## src/rtl/byte_stream_packer.sv

```systemverilog
`default_nettype none
// ============================================================================
// Module   : byte_stream_packer
// Purpose  : Packs a byte stream big-endian into 32-bit words for the packet
//            decoder; truncates oversize frames, flags runts, counts frames.
// Revision : 1.0
// ============================================================================
module byte_stream_packer #(
  parameter int MAX_BYTES = 1522,
  parameter int MIN_BYTES = 14
) (
  input  logic        clk,
  input  logic        rst,
  input  logic [7:0]  rx_byte,
  input  logic        rx_valid,
  input  logic        rx_last,
  output logic [31:0] packet4_byte,
  output logic        data_valid,
  output logic        last_valid,
  output logic [3:0]  keep,
  output logic        frame_trunc,
  output logic        frame_runt,
  output logic [15:0] frame_cnt
);

  localparam logic [0:0]  S_FILL      = 1'b0;
  localparam logic [0:0]  S_DROP      = 1'b1;
  localparam logic [10:0] c_max_bytes = 11'(MAX_BYTES);
  localparam logic [10:0] c_min_bytes = 11'(MIN_BYTES);

  logic [0:0]  r_state;
  logic [0:0]  w_state_nxt;
  logic [1:0]  r_lane;
  logic [10:0] r_cnt;
  logic [31:0] r_acc;

  logic        w_accept;
  logic [10:0] w_cnt_inc;
  logic        w_at_max;
  logic        w_emit;
  logic        w_end;
  logic        w_trunc;
  logic        w_runt;
  logic [31:0] w_word;
  logic [3:0]  w_keep;

  assign w_accept  = rx_valid && (r_state == S_FILL);
  assign w_cnt_inc = r_cnt + 11'd1;
  assign w_at_max  = (w_cnt_inc == c_max_bytes);

  // State register
  always_ff @(posedge clk or negedge rst) begin
    if (!rst) begin
      r_state <= S_FILL;
    end else begin
      r_state <= w_state_nxt;
    end
  end

  // Next-state logic
  always_comb begin
    w_state_nxt = r_state;
    case (r_state)
      S_FILL: begin
        if (w_accept && w_at_max && !rx_last) begin
          w_state_nxt = S_DROP;
        end
      end
      S_DROP: begin
        if (rx_valid && rx_last) begin
          w_state_nxt = S_FILL;
        end
      end
      default: w_state_nxt = S_FILL;
    endcase
  end

  // Output decode: word assembly and pulse conditions
  always_comb begin
    w_word = r_acc;
    case (r_lane)
      2'd0:    w_word[31:24] = rx_byte;
      2'd1:    w_word[23:16] = rx_byte;
      2'd2:    w_word[15:8]  = rx_byte;
      default: w_word[7:0]   = rx_byte;
    endcase
    w_keep  = {r_lane == 2'd3, r_lane >= 2'd2, r_lane != 2'd0, 1'b1};
    w_end   = w_accept && (rx_last || w_at_max);
    w_emit  = w_accept && ((r_lane == 2'd3) || rx_last || w_at_max);
    w_trunc = w_end && !rx_last;
    w_runt  = w_accept && rx_last && (w_cnt_inc < c_min_bytes);
  end

  // Accumulator is cleared on emission so unfilled lanes of the next word read 0
  always_ff @(posedge clk or negedge rst) begin
    if (!rst) begin
      r_lane <= 2'd0;
      r_cnt  <= 11'd0;
      r_acc  <= 32'd0;
    end else if (w_accept) begin
      if (w_end) begin
        r_lane <= 2'd0;
        r_cnt  <= 11'd0;
      end else begin
        r_lane <= r_lane + 2'd1;
        r_cnt  <= w_cnt_inc;
      end
      r_acc <= w_emit ? 32'd0 : w_word;
    end
  end

  always_ff @(posedge clk or negedge rst) begin
    if (!rst) begin
      packet4_byte <= 32'd0;
      keep         <= 4'd0;
      data_valid   <= 1'b0;
      last_valid   <= 1'b0;
      frame_trunc  <= 1'b0;
      frame_runt   <= 1'b0;
      frame_cnt    <= 16'd0;
    end else begin
      data_valid  <= w_emit;
      last_valid  <= w_end;
      frame_trunc <= w_trunc;
      frame_runt  <= w_runt;
      if (w_emit) begin
        packet4_byte <= w_word;
        keep         <= w_keep;
      end
      if (w_end) begin
        frame_cnt <= frame_cnt + 16'd1;
      end
    end
  end

endmodule
`default_nettype wire

```

## config.mk

```make
export PLATFORM = sky130hd
export DESIGN_NAME = byte_stream_packer
export DESIGN_NICKNAME = d
export VERILOG_FILES = /design/src/rtl/byte_stream_packer.sv
export SDC_FILE = /design/constraint.sdc
export NUM_CORES = 1
export LEC_CHECK = 0
export BUFFER_PORTS_ARGS = -buffer_cell sky130_fd_sc_hd__buf_4
export CORE_ASPECT_RATIO = 1.1
export CORE_UTILIZATION = 40
export CTS_BUF_LIST = sky130_fd_sc_hd__clkbuf_4
export DETAILED_ROUTE_END_ITERATION = 12
export SYNTH_ARGS = -nofsm -noshare
export SYNTH_HDL_FRONTEND = slang
export SYNTH_SLANG_ARGS = --single-unit
```

## constraint.sdc

```tcl
create_clock -name clk -period 2.7 [get_ports clk]
set_input_delay 0.81 -clock clk [delete_from_list [all_inputs] [get_ports clk]]
set_output_delay 0.81 -clock clk [all_outputs]
set_load 0.02 [all_outputs]
```

==> impl_metrics.csv <==
group,metric,value,unit
layout,fillers,1028,
clock_network,cts_tree,"built",
synth,synth_edf_count,0,
sta,drv_slew,0,
synth,synth_async_sr_flop_share,100,%
worst_setup_path,cp-start-kind,"flop",
clock_network,cts_buffers,9,
routing,drcViolationCount,0,
sta,hold_viol_final,0,
power,pwr-share-seq,49.0,%
worst_setup_path,cp_data_arrival_time,2.90,ns
sta,worst_pin_slew,0.833,ns
clock_network,clk_latency,0.45,ns
power,p_leak,2.65,nW
worst_hold_path,holdCritPathClass,"input port to asynchronous set/reset pin",
sta,hold_slack,0.392,ns
synth,yosysTopAreaCellShare,52.6,%
synth,synth_fp_nets,424,
placement,gp_congestion,0.857,
floorplanning,start_util,41.7,%
layout,nets,492,
floorplanning,io_pins,68,
sta,clock-skew-final,0.0274,ns
power,clockPowerShare,23.1,%
sta,setup_viol,0,
worst_setup_path,crit_type,"flop to flop",
sta,fin_crit_sh,94.4,%
synth,syn_avg_cell_area,12.0,um^2
synth,syn_inst,405,
power,swShare,32.1,%
layout,post-route-util,49.5,%
clock_network,clkSinkCount,102,
routing,avgViaCountPerCell,5.49,
synth,syn_area,4850,um^2
power,p_sw,1.25,mW
synth,synth_warnings,0,
sta,slew_headroom,44.5,%
power,p_int,2.64,mW
global_routing,track_usage,17.9,%
clock_network,hold_buffers,0,
power,ir_drop,0.000399,V
worst_setup_path,crit_fanout,18,
routing,first_pass_iters,4,
clock_network,clk_pin_slew_worst_paths,0.15,ns
status,status,"completed",
clock_network,htree_num_levels,3,
sta,rsz0062_at_grt,"yes",
global_routing,antenna_found_initial,0,
layout,syn_to_final_growth,18.8,%
clock_network,root_buffer,"clkbuf_4",
power,p_per_area,676,nW/um^2
power,combPwrFrac,27.9,%
global_routing,grt_pass1_wl,17.7,mm
routing,routedWlPerCell,17.3,um
layout,drive_above_1_share,35.4,%
sta,fmax,0.392,GHz
layout,multiInputGateArea,2140,um^2
placement,port_buffers,67,
global_routing,grt_pass1_vias,3414,
layout,area.sequential,2560,um^2
synth,yosysMostFrequentCell,"dfrtp_1",
floorplanning,die_w,107,um
floorplanning,num_rows,41,
sta,tns,0,ns
floorplanning,coreArea,11600,um^2
routing,ant_nets,0,
layout,diodes,0,
global_routing,gr-total-overflow,0,
routing,wirelength,10.8,mm
synth,synth_top_area_cell,"dfrtp_1",
routing,drtIter0Drc,219,
synth,synthTopCellsByArea,"dfrtp_1 (53%), mux2_2 (7.2%), mux2_4 (5.6%), a32o_1 (5.0%), nor3_1 (2.8%)",
synth,synth_common_cells,"dfrtp_1 (102), mux2_2 (31), nor3_1 (27), a32o_1 (24), nand2_1 (21)",
synth,ys_seq_elements,102,
worst_setup_path,reg2regPathDepth,9,
worst_setup_path,crit_path_end_kind,"flop",
placement,hpwl,6.89,mm
floorplanning,die_h,118,um
run,cap_violations,0,
global_routing,grt_start_max_net_pins,103,
layout,final_cells,628,
synth,seq_area_frac_synth,52.6,%
synth,synthDistinctLibCells,47,
routing,dr_total_vias,3448,
synth,synth_top_flop_cell,"dfrtp_1",
clock_network,cts.path.max_buffers,2,
placement,placed_cells,610,
floorplanning,dieArea,12600,um^2
sta,period_needed,2.55,ns
worst_setup_path,required,3.05,ns
sequential cells by signal, indices dropped and copies added (netlist names):
name,cells
frame_runt,1
data_valid,1
last_valid,1
frame_cnt,16
packet4_byte,32
keep,4
r_acc,32
r_state,1
r_lane,2
frame_trunc,1
r_cnt,11
area by class of cell:
| cell class | instances | share of cell area (%) |
|---|---|---|
| Clock buffer | 9 | 1.17 |
| Clock inverter | 7 | 1.67 |
| Inverter | 6 | 0.391 |
| Multi-Input combinational cell | 268 | 37.2 |
| Sequential cell | 102 | 44.4 |
| Tap cell | 150 | 3.26 |
| Timing Repair Buffer | 86 | 11.9 |
cell families (layout without fill, tap and decap cells):
logic type               count (synthesis)  after routing  synth area share (%)
XOR/XNOR                                21             21                  3.79
AO/OA/AOI/OAI                           69             69                  11.7
buffers and inverters                   35            108                  3.46
flip-flops                             102            102                  52.6
adder cells (fa/ha/maj)                  7              7                  1.81
multiplexers                            51             51                  13.2
AND/OR/NAND/NOR                        120            120                  13.4
stage by stage:
stage / cell area [um^2] / power [mW] / setup WS [ns]
2_1_floorplan: 4850 / 2.57 / 0.194
3_3_place_gp: 5550 / 3.01 / 0.134
3_5_place_dp: 5550 / 3.02 / 0.0205
4_1_cts: 5720 / 3.94 / 0.00444
5_1_grt: 5760 / 4.10 / -0.00321
6_report: 5760 / 3.89 / 0.150
path summary, 6_finish.rpt:
check | slack, ns | start | to
setup / recovery | 0.15 | r_cnt[0] | packet4_byte[12]
hold / removal | 0.39 | rst | r_cnt[8]
setup reg to reg | 0.15 | r_cnt[0] | packet4_byte[12]
hold reg to reg | 0.48 | frame_cnt[15] | frame_cnt[15]
max in group asynchronous | 1.88 | rst | r_acc[2]
min in group clk | 0.48 | frame_cnt[15] | frame_cnt[15]
metal layers:
layer	GRT usage [%]	vias to the layer above	part of all wire [%]
met5	0	-	0
met4	6.59	0	1.8
met3	3.32	15	5.2
met2	26.5	89	45
met1	25.9	1720	48
li1	-	1624	-
power groups by stage:
stage	clock [mW]	combinational [mW]	sequential (mW)
after floorplan	0	0.477	2.10
after global placement	0	1.07	1.93
after detailed placement	0	1.09	1.94
after CTS	0.935	1.09	1.91
after global routing	0.985	1.17	1.94
final	0.901	1.09	1.91
cell usage in the layout, fill, tap and decap left out, types with 8 or more instances in the layout:
master | synthesis | routed
nor2b_1 | 10 | 9
a32o_1 | 24 | 24
nand2_1 | 21 | 21
mux2_4 | 18 | 18
o21ai_0 | 11 | 11
clkbuf_4 | 0 | 9
nor4_1 | 9 | 9
o22ai_1 | 8 | 8
nor2_1 | 11 | 10
nor3_1 | 27 | 26
xnor2_1 | 15 | 15
dfrtp_1 | 102 | 99
nand3_1 | 14 | 14
mux2_2 | 31 | 31
buf_4 | 1 | 83
critical path: stages (launching register included):
cell and delay [ns]:
dfrtp_2 0.45, ha_2 0.24, and2_1 0.21, nand2_1 0.08, xor2_1 0.18, nor4_2 0.31, a21o_4 0.24, o21a_2 0.20
buf_12 0.19, mux2_2 0.35
what timing repair did:
item                                    4_1_cts  5_1_grt
gates resized for setup                       1        5
endpoints found under the setup margin        4       50
buffers inserted                              0        1
pin swaps                                     0        1
gates cloned                                  0        1
No activity file was read; power rests on OpenSTA's default activity.
